===== config.mk =====
export PLATFORM = sky130hd
export DESIGN_NAME = laser_drawer_flat
export DESIGN_NICKNAME = d
export VERILOG_FILES = /design/src/rtl/laser_pkg.sv /design/src/rtl/laser_drawer_if.sv /design/src/rtl/laser_drawer_step_counter.sv /design/src/rtl/laser_drawer.sv /design/src/flat_wrapper.sv
export SDC_FILE = /design/constraint.sdc
export NUM_CORES = 1
export LEC_CHECK = 0
export BUFFER_PORTS_ARGS = -buffer_cell sky130_fd_sc_hd__buf_4
export CAP_MARGIN = 20
export CORE_ASPECT_RATIO = 1.5
export CORE_MARGIN = 2
export CORE_UTILIZATION = 50
export DETAILED_ROUTE_END_ITERATION = 8
export GPL_TIMING_DRIVEN = 0
export HOLD_SLACK_MARGIN = 0.05
export PLACE_DENSITY = 0.78
export SYNTH_ARGS = -nofsm -noshare
export SYNTH_HDL_FRONTEND = slang
export SYNTH_SLANG_ARGS = --single-unit

===== constraint.sdc =====
create_clock -name clk -period 3.22 [get_ports clk]
set_input_delay 0 -clock clk [delete_from_list [all_inputs] [get_ports clk]]
set_output_delay 0 -clock clk [all_outputs]
set_load 0.005 [all_outputs]

===== src/rtl/laser_pkg.sv =====
// Shared definitions for the sprite drawers: FSM state encoding and default laser palette.
package laser_pkg;

    localparam int LASER_COLOUR_W = 3;

    typedef logic [LASER_COLOUR_W-1:0] colour_t;

    typedef enum logic [1:0] {
        ST_IDLE = 2'd0,
        ST_DRAW = 2'd1,
        ST_DONE = 2'd2
    } state_t;

    localparam colour_t TIP_DEF  = 3'b100;
    localparam colour_t BODY_DEF = 3'b101;
    localparam colour_t BG_DEF   = 3'b000;

endpackage


===== src/rtl/laser_drawer_if.sv =====
// Request/plot bundle between the game-control FSM (master) and the laser drawer (slave).
interface laser_drawer_if #(
    parameter int X_W      = 8,
    parameter int Y_W      = 7,
    parameter int COLOUR_W = 3
);
    logic                start;
    logic                erase;
    logic                vertical;
    logic [X_W-1:0]      x_in;
    logic [Y_W-1:0]      y_in;
    logic                busy;
    logic                done;
    logic                plot;
    logic [X_W-1:0]      x_out;
    logic [Y_W-1:0]      y_out;
    logic [COLOUR_W-1:0] colour;

    modport master (
        output start, erase, vertical, x_in, y_in,
        input  busy, done, plot, x_out, y_out, colour
    );

    modport slave (
        input  start, erase, vertical, x_in, y_in,
        output busy, done, plot, x_out, y_out, colour
    );
endinterface


===== src/rtl/laser_drawer_step_counter.sv =====
// Pixel index counter for one bolt: holds the index of the next pixel to emit and
// wraps to zero after the last one, so "first" doubles as an end-of-bolt marker.
module laser_step_counter #(
    parameter int LEN = 5
) (
    input  logic                     clk,
    input  logic                     reset,
    input  logic                     i_clear,
    input  logic                     i_enable,
    output logic [$clog2(LEN+1)-1:0] o_step,
    output logic                     o_first,
    output logic                     o_last
);
    localparam int CW = $clog2(LEN+1);

    logic [CW-1:0] r_step;

    always_ff @(posedge clk) begin
        if (reset || i_clear) begin
            r_step <= '0;
        end else if (i_enable) begin
            r_step <= o_last ? '0 : r_step + CW'(1);
        end
    end

    assign o_step  = r_step;
    assign o_first = (r_step == '0);
    assign o_last  = (r_step == CW'(LEN - 1));

endmodule


===== src/rtl/laser_drawer.sv =====
// Laser bolt drawer: latches an origin on start and emits LEN framebuffer writes,
// one per cycle, horizontally or vertically, followed by a one-cycle done pulse.
module laser_drawer
    import laser_pkg::*;
#(
    parameter int                  X_W         = 8,
    parameter int                  Y_W         = 7,
    parameter int                  LEN         = 5,
    parameter int                  COLOUR_W    = LASER_COLOUR_W,
    parameter logic [COLOUR_W-1:0] TIP_COLOUR  = TIP_DEF,
    parameter logic [COLOUR_W-1:0] BODY_COLOUR = BODY_DEF,
    parameter logic [COLOUR_W-1:0] BG_COLOUR   = BG_DEF
) (
    input  logic          clk,
    input  logic          reset,
    laser_drawer_if.slave bus
);
    localparam int CW = $clog2(LEN+1);

    state_t              r_state;
    state_t              w_nextState;

    logic [X_W-1:0]      r_x0;
    logic [Y_W-1:0]      r_y0;
    logic                r_erase;
    logic                r_vertical;

    logic                r_busy;
    logic                r_done;
    logic                r_plot;
    logic [X_W-1:0]      r_xOut;
    logic [Y_W-1:0]      r_yOut;
    logic [COLOUR_W-1:0] r_colour;

    logic                w_accept;
    logic                w_emit;
    logic                w_clear;
    logic                w_nextBusy;
    logic                w_nextDone;

    logic [CW-1:0]       w_step;
    logic                w_first;
    logic                w_last;

    logic [X_W-1:0]      w_srcX;
    logic [Y_W-1:0]      w_srcY;
    logic                w_srcErase;
    logic                w_srcVertical;
    logic [X_W-1:0]      w_nextX;
    logic [Y_W-1:0]      w_nextY;
    logic [COLOUR_W-1:0] w_nextColour;

    laser_step_counter #(
        .LEN (LEN)
    ) u_stepCounter (
        .clk      (clk),
        .reset    (reset),
        .i_clear  (w_clear),
        .i_enable (w_emit),
        .o_step   (w_step),
        .o_first  (w_first),
        .o_last   (w_last)
    );

    always_ff @(posedge clk) begin
        if (reset) begin
            r_state <= ST_IDLE;
        end else begin
            r_state <= w_nextState;
        end
    end

    // In DRAW the counter has already wrapped back to zero once the last pixel is out.
    always_comb begin
        w_nextState = r_state;
        w_accept    = 1'b0;
        w_emit      = 1'b0;
        w_clear     = 1'b0;
        w_nextBusy  = 1'b0;
        w_nextDone  = 1'b0;
        case (r_state)
            ST_IDLE: begin
                if (bus.start) begin
                    w_accept    = 1'b1;
                    w_emit      = 1'b1;
                    w_nextBusy  = 1'b1;
                    w_nextState = ST_DRAW;
                end
            end
            ST_DRAW: begin
                w_nextBusy = 1'b1;
                if (w_first) begin
                    w_nextDone  = 1'b1;
                    w_nextState = ST_DONE;
                end else begin
                    w_emit = 1'b1;
                end
            end
            ST_DONE: begin
                w_clear     = 1'b1;
                w_nextState = ST_IDLE;
            end
            default: begin
                w_nextState = ST_IDLE;
            end
        endcase
    end

    // The first pixel is emitted on the accepting edge, before the latches hold the origin.
    always_comb begin
        w_srcX        = w_accept ? bus.x_in     : r_x0;
        w_srcY        = w_accept ? bus.y_in     : r_y0;
        w_srcErase    = w_accept ? bus.erase    : r_erase;
        w_srcVertical = w_accept ? bus.vertical : r_vertical;
        w_nextX       = w_srcVertical ? w_srcX : w_srcX + X_W'(w_step);
        w_nextY       = w_srcVertical ? w_srcY + Y_W'(w_step) : w_srcY;
        if (w_srcErase) begin
            w_nextColour = BG_COLOUR;
        end else if (w_first || w_last) begin
            w_nextColour = TIP_COLOUR;
        end else begin
            w_nextColour = BODY_COLOUR;
        end
    end

    always_ff @(posedge clk) begin
        if (reset) begin
            r_x0       <= '0;
            r_y0       <= '0;
            r_erase    <= 1'b0;
            r_vertical <= 1'b0;
        end else if (w_accept) begin
            r_x0       <= bus.x_in;
            r_y0       <= bus.y_in;
            r_erase    <= bus.erase;
            r_vertical <= bus.vertical;
        end
    end

    always_ff @(posedge clk) begin
        if (reset) begin
            r_busy   <= 1'b0;
            r_done   <= 1'b0;
            r_plot   <= 1'b0;
            r_xOut   <= '0;
            r_yOut   <= '0;
            r_colour <= '0;
        end else begin
            r_busy <= w_nextBusy;
            r_done <= w_nextDone;
            r_plot <= w_emit;
            if (w_emit) begin
                r_xOut   <= w_nextX;
                r_yOut   <= w_nextY;
                r_colour <= w_nextColour;
            end
        end
    end

    assign bus.busy   = r_busy;
    assign bus.done   = r_done;
    assign bus.plot   = r_plot;
    assign bus.x_out  = r_xOut;
    assign bus.y_out  = r_yOut;
    assign bus.colour = r_colour;

endmodule

===== src/flat_wrapper.sv =====
// flat-port wrapper written by rule: the top's interface ports become plain ports
module laser_drawer_flat import laser_pkg::*;
#(
    parameter int                  X_W         = 8,
    parameter int                  Y_W         = 7,
    parameter int                  LEN         = 5,
    parameter int                  COLOUR_W    = LASER_COLOUR_W,
    parameter logic [COLOUR_W-1:0] TIP_COLOUR  = TIP_DEF,
    parameter logic [COLOUR_W-1:0] BODY_COLOUR = BODY_DEF,
    parameter logic [COLOUR_W-1:0] BG_COLOUR   = BG_DEF
)
  (clk, reset, bus_start, bus_erase, bus_vertical, bus_x_in, bus_y_in, bus_busy, bus_done, bus_plot, bus_x_out, bus_y_out, bus_colour);
  laser_drawer_if #(.X_W(X_W), .Y_W(Y_W), .COLOUR_W(COLOUR_W)) bus_i ();
  input  logic clk;
  input  logic reset;
  input wire logic [$bits(bus_i.start)-1:0] bus_start;
  input wire logic [$bits(bus_i.erase)-1:0] bus_erase;
  input wire logic [$bits(bus_i.vertical)-1:0] bus_vertical;
  input wire logic [$bits(bus_i.x_in)-1:0] bus_x_in;
  input wire logic [$bits(bus_i.y_in)-1:0] bus_y_in;
  output wire logic [$bits(bus_i.busy)-1:0] bus_busy;
  output wire logic [$bits(bus_i.done)-1:0] bus_done;
  output wire logic [$bits(bus_i.plot)-1:0] bus_plot;
  output wire logic [$bits(bus_i.x_out)-1:0] bus_x_out;
  output wire logic [$bits(bus_i.y_out)-1:0] bus_y_out;
  output wire logic [$bits(bus_i.colour)-1:0] bus_colour;
  assign bus_i.start = bus_start;
  assign bus_i.erase = bus_erase;
  assign bus_i.vertical = bus_vertical;
  assign bus_i.x_in = bus_x_in;
  assign bus_i.y_in = bus_y_in;
  assign bus_busy = bus_i.busy;
  assign bus_done = bus_i.done;
  assign bus_plot = bus_i.plot;
  assign bus_x_out = bus_i.x_out;
  assign bus_y_out = bus_i.y_out;
  assign bus_colour = bus_i.colour;
  laser_drawer #(.X_W(X_W), .Y_W(Y_W), .LEN(LEN), .COLOUR_W(COLOUR_W), .TIP_COLOUR(TIP_COLOUR), .BODY_COLOUR(BODY_COLOUR), .BG_COLOUR(BG_COLOUR)) u_core (.clk(clk), .reset(reset), .bus(bus_i));
endmodule

# Word-level counts from Yosys, hierarchy flattened
# Cells that the tools add are included.
# word_totals
register_bits	43
in_bits	20
output_inout_bits	21
elab_cells	46
# op_classes
n_addsub	3
n_eq_ne	5
muxes	19
n_bitwise	1
n_reduce_logical	6
# ops
cell	count
two-way mux 8 bit	2
two-way mux 7 bit	2
adder 8 x 3 -> 8 bit	1
two-way mux 1 bit	8
adder 7 x 3 -> 7 bit	1
two-way mux 3 bit	2
two-way mux 2 bit	2
one-hot mux 1 bit (2 select lines)	2
one-hot mux 2 bit (2 select lines)	1
adder 3 x 1 -> 3 bit (second input constant)	1
equality test 3 bit (second input constant)	1
logical NOT 3 bit	1
equality test 2 x 1 -> 1 bit (second input constant)	1
equality test 2 bit (second input constant)	1
logical NOT 2 bit	1
logical OR 1 bit	2
!= test 2 x 1 -> 1 bit (second input constant)	1
!= test 2 bit (second input constant)	1
AND reduction 2 bit	1
OR reduction 2 bit	1
inverter 1 bit	1

# Longest topological paths before layout
# Gate-level depths: netlist (run 1).
# logic_depth
ltp_word	5
mapped_depth	13
mapped_depth_nobuf	10

# Modules after synthesis
# A second synthesis (run 1) with hierarchy kept.
# hier_totals
hier_cells	258
hier_area_um2	2179.6
# by_module_without_submodules
mod	n_inst	cells_per_inst	area_each_um2	seq_area_each_um2
laser_drawer	1	240	1999.4	780.7
laser_step_counter	1	18	180.2	60.1

# Worst setup path after synthesis (run 1)
# Ideal clock, no wire load.
# synth_path
kind	reg2reg
startpoint	register u_core.r_state[1]
endpoint	register u_core.r_yOut[6], in the netlist u_core.bus.y_out[6]
setup_ns	0.126
t_arrival_ns	2.616
t_required_ns	3.094
slack_ns	0.478
path_stages_with_launch	14
path_buffers	3
period_less_slack_ns	2.742
cell_sequence	dfxtp_1 > nor3b_2 > buf_6 > buf_6 > buf_4 > mux2i_1 > inv_1 > ha_1 > fa_1 > a21oi_1 > nor3_1 > xor2_1 > mux2i_1 > o21ai_0
# synth_via
elab_chain_len	5
word_cells_on_any_way	8
cone_classes	1 x add/sub; 1 x eq/ne; 5 x mux; 1 x reduce/logical
# synth_rtl
element	line	rtl
start: declaration	laser_drawer.sv:20	state_t r_state;
start signal: assignment	laser_drawer.sv:69	r_state <= w_nextState;
logical NOT 2 bit	laser_drawer.sv:81	case (r_state)
two-way mux 1 bit	laser_drawer.sv:81	
two-way mux 7 bit	n/a	
net u_core.w_srcY[0]	laser_drawer.sv:46	logic [Y_W-1:0] w_srcY;
adder 7 x 3 -> 7 bit	laser_drawer.sv:116	w_nextY = w_srcVertical ? w_srcY + Y_W'(w_step) : w_srcY;
two-way mux 7 bit	laser_drawer.sv:116	
end signal: assignment	laser_drawer.sv:154	r_yOut <= w_nextY;
end: declaration	laser_drawer.sv:32	logic [Y_W-1:0] r_yOut;
# The timed path passes the listed nets, and every way through them passes these cells.
# A chain may end at the register's enable or synchronous reset.

# Final worst setup path (run 1)
# Ends and elaborated chain as after synthesis.

==> metrics.cfg, run 1 <==
[place]
routabilityCongestion=0.789
port-buffer-count=39
dpl_cell_area_um2=2410
post-dp-hpwl_um=3300

[floorplanning]
initial_core_util=0.521
rows=28
die_w_um=56.4
die_area_um2=4660
core_um2=3960
die_y_um=82.7
ioPinCount=41

[global_route]
met1_usage=0.226
met2_usage=0.398
gr-total-overflow=0
grt_use_total=0.213
grt_max_degree=14
grt-busiest-layer=met2
grt_first_pass_wirelength_um=7650
grt_use_met3=0.0436
grt_pass1_vias=1688
antenna_found_initial=0

[layout]
drive_above_1_share=0.213
regArea_um2=841
num-nets-final=320
stdcell_area_um2=2690
fillerInstances=323
fin_util=0.680
num_antenna_cells=0
multi_input_area_um2=1110
syn2layout_area_growth_pct=30.6

[route]
vias=1795
drtPass1Iterations=4
wl_um=4640
postRouteAntennaNets=0
drc=0
routedWlPerCell_um=13.8
routed_via_density=5.34
drt_iter0_markers=27

[sta]
rsz0062_at_grt=false
setup_viol=0
period_share=0.935
period_needed_ns=3.01
tightest_slew_ns=0.529
report.final.slew_viol_count=0
finClkSkew_ns=0.00704
slew_headroom=0.637
clock.fmax_mhz=332
fin_tns_setup_ns=0
hold_violations=0

[yosys]
seq_area_frac_synth=0.408
yosys-top-cells-area=dfxtp_1 (41%), mux2i_1 (8.7%), nor2_1 (4.9%)
synth-edff-count=0
synthArstFlopShare=0
synth_top_area_frac=0.408
synth_area_um2=2060
yosysMostFrequentCell=dfxtp_1
avgSynthCellArea_um2=9.04
synth_largest_area_cell=dfxtp_1
synth_cell_types=38
ys_seq_elements=42
synth-main-ff-cell=dfxtp_1
yosysWarnings=0
synth_common_cells=dfxtp_1 (42), nor2_1 (27), nand2_1 (24), mux2i_1 (18), a21oi_1 (17)
synthesis.nets=258
postSynthCellCount=228

[clock_network]
htreeDepth=2
cts_setup_buffers=0
path_clk_slew_ns=0.08
cts.sinks=42
clockBufferDepth=2
numCtsBuffers=5
clk_latency_ns=0.30
tritoncts=yes
cts_root_buffer=clkbuf_8

[run]
cap_violations=0

[setup_path]
max_stage_delay_ns=0.42
cp.required_ns=3.39
worst-r2r-cell-count=13
worstSetupPathType=register to register
r2r-end=u_core.bus.y_out[6]
worstReg2RegStart=u_core.r_state[1]
critPathMaxFanout=10
endpoint_kind=register
critPathMostFrequentCell=buf_6
critPathLaunchType=register
path_cells=nor3b_2 -> buf_6 -> buf_6 -> buf_4 -> mux2i_2 -> inv_1 -> ha_1 -> fa_1 -> a21oi_2 -> nor3_1 -> xor2_1 -> mux2i_1 -> o21ai_0
path_delay_family=buffers and inverters
crit_buf_inv=4
r2r_setup_slack_ns=0.21
slowest_stage=fa_1
arrival_ns=3.18

[power_and_ir_drop]
powerDensity_nw_per_um2=531
power.leakage_uw=0.00122
max-vdd-ir-drop_mv=0.441

[worst_hold_path]
hp-class=input pin to register
worstHoldStart=bus_x_in[5]
hold_depth=3
min_to=u_core.r_x0[5]

[outcome]
status=complete, no violations

## sequential cells by signal, summed over array words and instances (netlist names)
name	flops
u_core.bus.busy	1
u_core.bus.colour	2
u_core.bus.done	1
u_core.bus.plot	1
u_core.bus.x_out	8
u_core.bus.y_out	7
u_core.r_erase	1
u_core.r_state	2
u_core.r_vertical	1
u_core.r_x0	8
u_core.r_y0	7
u_core.u_stepCounter.o_step	3
## power breakdown
part | leakage [uW] | total, uW | internal, uW | switching (uW)
Sequential | 0.000345 | 619 | 580 | 39.4
Clock | 0.0000514 | 417 | 231 | 186
Combinational | 0.000821 | 395 | 191 | 204
## placed cells by master (no fill, tap or decap), drive strengths merged, types with 2 or more instances in the layout
master	count
clkbuf	14
nand3b	10
nand3	6
mux2i	19
nor2	27
xnor2	2
o21ai	6
nand2	24
or3	2
inv	11
buf	44
o31ai	2
xor2	7
a211oi	2
dlygate4sd3	16
fa	2
a21oi	17
o211ai	6
nor3	4
dfxtp	42
ha	8
or4	2
a21o	3
mux2	2
nor3b	3
## through the flow
step | std cells | power (uW) | setup slack [ns] | hold slack (ns)
after floorplan | 228 | 872 | 0.478 | 0.147
after global placement | 312 | 995 | 0.174 | 0.260
after detailed placement | 312 | 1010 | 0.0990 | 0.270
after CTS | 336 | 1440 | 0.0793 | 0.104
after global routing | 336 | 1510 | 0.0198 | 0.158
final | 336 | 1430 | 0.210 | 0.103
## metal layers
metal / up-vias / wire (um)
met5: - / 0
met4: 0 / 87
met3: 8 / 170
met2: 38 / 2460
met1: 846 / 1920
li1: 903 / -
## how the worst max path moves through the flow
stage / slack [ns] / start / end / cells past startpoint
6_report: 0.21 / u_core.r_state[1] / u_core.bus.y_out[6] / 13
5_1_grt: 0.02 / u_core.r_state[1] / u_core.bus.y_out[6] / 13
4_1_cts: 0.08 / u_core.r_state[1] / u_core.bus.y_out[6] / 13
3_5_place_dp: 0.1 / u_core.r_state[1] / u_core.bus.y_out[6] / 13
3_3_place_gp: 0.17 / u_core.r_state[1] / u_core.bus.y_out[6] / 13
2_1_floorplan: 0.48 / u_core.r_state[1] / u_core.bus.y_out[6] / 13
## tightest hold or removal path, delay by kind of cell
family | cells | cell delay (ns)
mux | 1 | 0.16
simple gates | 1 | 0.12
buf+inv | 1 | 0.08
## repair_timing
item                                   CTS  global route
setup endpoints to repair                0             3
hold buffers                            16             0
resized for setup                        0             3
endpoints found under the hold margin   17             0
## area by class of cell
class | count | share of cell area
plain buffers | 13 | 0.0293
clock buffers | 6 | 0.0270
clock inverters | 2 | 0.0139
inverters | 11 | 0.0153
multi-input cells | 162 | 0.413
flip-flops and latches | 42 | 0.312
well taps | 45 | 0.0209
repair buffers | 55 | 0.168
## cell families (layout without fill, tap and decap cells)
| group | count (synthesis) | after routing | synth area share |
|---|---|---|---|
| DFF | 42 | 42 | 0.408 |
| muxes | 21 | 21 | 0.109 |
| and+or+nand+nor | 83 | 83 | 0.206 |
| xor gates and xnor gates | 9 | 9 | 0.0382 |
| adders and majority gates | 10 | 10 | 0.0680 |
| other | 1 | 1 | 0.00182 |
| buffers and inverters | 24 | 87 | 0.0582 |
| AOI/OAI and AO/OA | 38 | 38 | 0.112 |
Power figures use the tool's default switching activity.
==> run 2, diff against run 1 <==
clock period = 3.8 ns   (was 3.22 ns; I/O delays follow)
==> metrics.cfg, run 2 (synthesis results as in run 1) <==
[global_route]
antenna_found_initial=0
gr-total-overflow=0
grt_pass1_vias=1688
grt_max_degree=14
grt_use_total=0.213
grt_first_pass_wirelength_um=7650

[clock_network]
cts_setup_buffers=0
clockBufferDepth=2
numCtsBuffers=5
tritoncts=yes
cts.sinks=42
path_clk_slew_ns=0.08
clk_latency_ns=0.30
cts_root_buffer=clkbuf_8
htreeDepth=2

[sta]
report.final.slew_viol_count=0
clock.fmax_mhz=320
finClkSkew_ns=0.00802
period_share=0.822
tightest_slew_ns=0.532
slew_headroom=0.635
fin_ws_ns=0.675
setup_viol=0
fin_tns_setup_ns=0
rsz0062_at_grt=false
period_needed_ns=3.12
hold_violations=0

[setup_path]
arrival_ns=3.30
slowest_stage=fa_1
endpoint_kind=register
worstSetupPathType=register to register
cp.required_ns=3.98
worstReg2RegStart=u_core.r_state[1]
critPathMaxFanout=10
crit_start=u_core.r_state[1]
path_cells=nor3b_2 -> buf_6 -> buf_6 -> buf_4 -> mux2i_1 -> inv_1 -> ha_1 -> fa_1 -> a21oi_1 -> nor3_1 -> xor2_1 -> mux2i_1 -> o21ai_0
max_stage_delay_ns=0.41
critPathLaunchType=register

[layout]
drive_above_1_share=0.203
final_common_cell=dfxtp_1
num_antenna_cells=0
syn2layout_area_growth_pct=30.0
num-nets-final=320
final_cell_mix=dfxtp_1 (42), buf_4 (41), nor2_1 (27)

[power_and_ir_drop]
max-vdd-ir-drop_mv=0.374
power.leakage_uw=0.00122
finalPower_uw=1210
powerDensity_nw_per_um2=452

[route]
routedWlPerCell_um=13.7
postRouteAntennaNets=0
vias=1774
drt_iter0_markers=32
wl_um=4600
routed_via_density=5.28
drtPass1Iterations=4
drc=0

[floorplanning]
core_um2=3960
ioPinCount=41
initial_core_util=0.521
rows=28
die_area_um2=4660
die_w_um=56.4
die_y_um=82.7

[place]
port-buffer-count=39
routabilityCongestion=0.789
dp_slack_ns=0.679
post-dp-hpwl_um=3300

[worst_hold_path]
hp-class=input pin to register
worstHoldStart=bus_x_in[5]

[outcome]
status=complete, no violations

[run]
cap_violations=0

[run 2: cell type report]
| cell class | instances | area, um^2 |
|---|---|---|
| sequential | 42 | 841 |
| clock inverter | 2 | 37.5 |
| multi-input combinational | 162 | 1100 |
| buffer | 13 | 78.8 |
| clock buffer | 6 | 72.6 |
| fill | 326 | 1280 |
| inverter | 11 | 41.3 |
| tap | 45 | 56.3 |
| timing repair buffer | 55 | 453 |
[run 2: path summary, 6_finish.rpt]
kind / depth (start not counted) / slack, ns / end
worst max-delay path: 13 / 0.68 / u_core.bus.y_out[6]
worst min-delay path: 3 / 0.10 / u_core.r_x0[5]
worst max register to register: 13 / 0.68 / u_core.bus.y_out[6]
worst min register to register: 2 / 0.45 / u_core.bus.x_out[1]
[run 2: critical path: cells and delay by family, from the launching register on]
family / cells / cell delay [ns]
AND/OR/NAND/NOR: 2 / 0.36
buffers and inverters: 4 / 0.65
multiplexers: 2 / 0.44
adder cells (fa/ha/maj): 2 / 0.62
flip-flops: 1 / 0.37
AO/OA/AOI/OAI: 2 / 0.40
XOR/XNOR: 1 / 0.16
[run 2: routing by layer]
metal / GRT usage / up-vias / share of wire
met4: 0.105 / 0 / 0.018
li1: - / 900 / -
met2: 0.398 / 40 / 0.53
met1: 0.226 / 826 / 0.41
met5: 0 / - / 0
met3: 0.0436 / 8 / 0.043
[run 2: what timing repair did]
action / 4_1_cts / 5_1_grt
hold buffers: 16 / 0
gates resized for setup: 0 / 0
endpoints found under the hold margin: 17 / 0
[run 2: stage by stage]
stage               cell area (um^2)  hold WS (ns)   util  cells
finish                          2680         0.103  0.677    336
global route                    2680         0.158  0.677    336
global placement                2410         0.260  0.609    312
CTS                             2680         0.104  0.677    336
floorplan                       2060         0.147      -    228
detailed placement              2410         0.270  0.609    312
[run 2: report_power, final]
group | switching (uW) | internal [uW]
Combinational | 170 | 160
Clock | 161 | 196
Sequential | 33.1 | 491
Total | 365 | 847
==> run 3, diff against run 2 <==
clock period = 3.13 ns   (was 3.8 ns; I/O delays follow)
==> metrics.cfg, run 3 (synthesis results as in run 1) <==
[floorplanning]
die_area_um2=4660
die_y_um=82.7
die_w_um=56.4
core_um2=3960
ioPinCount=41
initial_core_util=0.521
rows=28

[layout]
drive_above_1_share=0.210
fin_util=0.678
syn2layout_area_growth_pct=30.2
num_antenna_cells=0
num-nets-final=319
fillerInstances=323
final_cell_mix=dfxtp_1 (42), buf_4 (40), nor2_1 (27)
final_common_cell=dfxtp_1
fin_cells=335

[setup_path]
cp.required_ns=3.31
worstSetupPathType=register to register
worstReg2RegStart=u_core.r_state[1]
r2r-end=u_core.bus.y_out[6]
critPathLaunchType=register
worst-r2r-cell-count=12
arrival_ns=3.04
critPathMaxFanout=19
r2r_setup_slack_ns=0.27
endpoint_kind=register

[clock_network]
clockBufferDepth=2
clk_latency_ns=0.30
cts.sinks=42
path_clk_slew_ns=0.08
cts_root_buffer=clkbuf_8
htreeDepth=2
cts_setup_buffers=0
tritoncts=yes
numCtsBuffers=5

[outcome]
status=complete, no violations

[sta]
finClkSkew_ns=0.00360
slew_headroom=0.630
report.final.slew_viol_count=0
clock.fmax_mhz=349
hold_violations=0
rsz0062_at_grt=false
tightest_slew_ns=0.540
period_needed_ns=2.86
fin_tns_setup_ns=0
setup_viol=0
period_share=0.915

[run]
cap_violations=0

[power_and_ir_drop]
power.leakage_uw=0.00121
netSwitchingPower_uw=440
intPower_uw=1030
powerDensity_nw_per_um2=547
pwr-share-clk=0.292
finalPower_uw=1470
p_sw_frac=0.300
max-vdd-ir-drop_mv=0.452
p_seq_frac=0.434
power_frac_comb=0.274

[worst_hold_path]
hp-class=input pin to register
worstHoldStart=bus_x_in[5]
min_to=u_core.r_x0[5]
hold_depth=3

[global_route]
grt_max_degree=14
grt_first_pass_wirelength_um=7650
grt_use_total=0.213
gr-total-overflow=0
antenna_found_initial=0
grt_pass1_vias=1688

[place]
port-buffer-count=39
routabilityCongestion=0.789
post-dp-hpwl_um=3300
place_inst=312

[route]
drt_iter0_markers=36
postRouteAntennaNets=0
drtPass1Iterations=4
vias=1797
wl_um=4620
routedWlPerCell_um=13.8
routed_via_density=5.36
drc=0

==> run 3: how the worst max path moves through the flow <==
stage	start	endpoint	slack [ns]	cells after the start
after floorplan	u_core.r_state[1]	u_core.bus.y_out[6]	0.39	13
after global placement	u_core.r_state[1]	u_core.bus.y_out[6]	0.08	13
after detailed placement	u_core.r_state[1]	u_core.bus.y_out[6]	0.009	13
after CTS	u_core.r_state[1]	u_core.bus.y_out[6]	0.08	13
after global routing	u_core.r_state[1]	u_core.bus.y_out[6]	0.08	12
final	u_core.r_state[1]	u_core.bus.y_out[6]	0.27	12
==> run 3: metrics by stage <==
stage | cell area (um^2) | setup slack [ns] | hold slack (ns)
global placement | 2410 | 0.0842 | 0.260
finish | 2690 | 0.267 | 0.107
CTS | 2690 | 0.0803 | 0.104
detailed placement | 2410 | 0.00895 | 0.270
floorplan | 2060 | 0.388 | 0.147
global route | 2690 | 0.0830 | 0.158
==> run 3: layout make-up <==
cell class / count / area (um^2) / area share
plain buffers: 12 / 71.3 / 0.0266
clock buffers: 6 / 72.6 / 0.0270
clock inverters: 2 / 37.5 / 0.0140
inverters: 11 / 41.3 / 0.0154
multi-input cells: 162 / 1110 / 0.414
flip-flops and latches: 42 / 841 / 0.313
well taps: 45 / 56.3 / 0.0210
repair buffers: 55 / 453 / 0.169
==> run 3: worst max-delay path, cell delays in order, from the launching register on <==
cell and delay [ns]:
dfxtp_1 0.37, nor3b_2 0.24, buf_6 0.18, buf_6 0.24, mux2i_2 0.29, inv_1 0.07, ha_1 0.20, fa_1 0.42
a21oi_2 0.23, nor3_1 0.10, xor2_1 0.16, mux2i_1 0.14, o21ai_0 0.09
==> run 3: power by group through the flow <==
stage	Sequential [uW]	Combinational [uW]	Clock [uW]
final	637	403	429
after global routing	645	447	454
after detailed placement	649	387	0
after global placement	646	377	0
after floorplan	645	252	0
after CTS	637	406	436
==> run 3: layer usage <==
| layer | global-route usage | part of all wire | up-vias |
|---|---|---|---|
| met4 | 0.105 | 0.019 | 0 |
| li1 | - | - | 904 |
| met5 | 0 | 0 | - |
| met2 | 0.398 | 0.53 | 48 |
| met1 | 0.226 | 0.41 | 837 |
| met3 | 0.0436 | 0.050 | 8 |
==> run 3: repair_timing <==
item	in CTS	in global routing
hold buffers	16	0
endpoints found under the setup margin	1	4
resized for setup	1	2
endpoints found under the hold margin	17	0
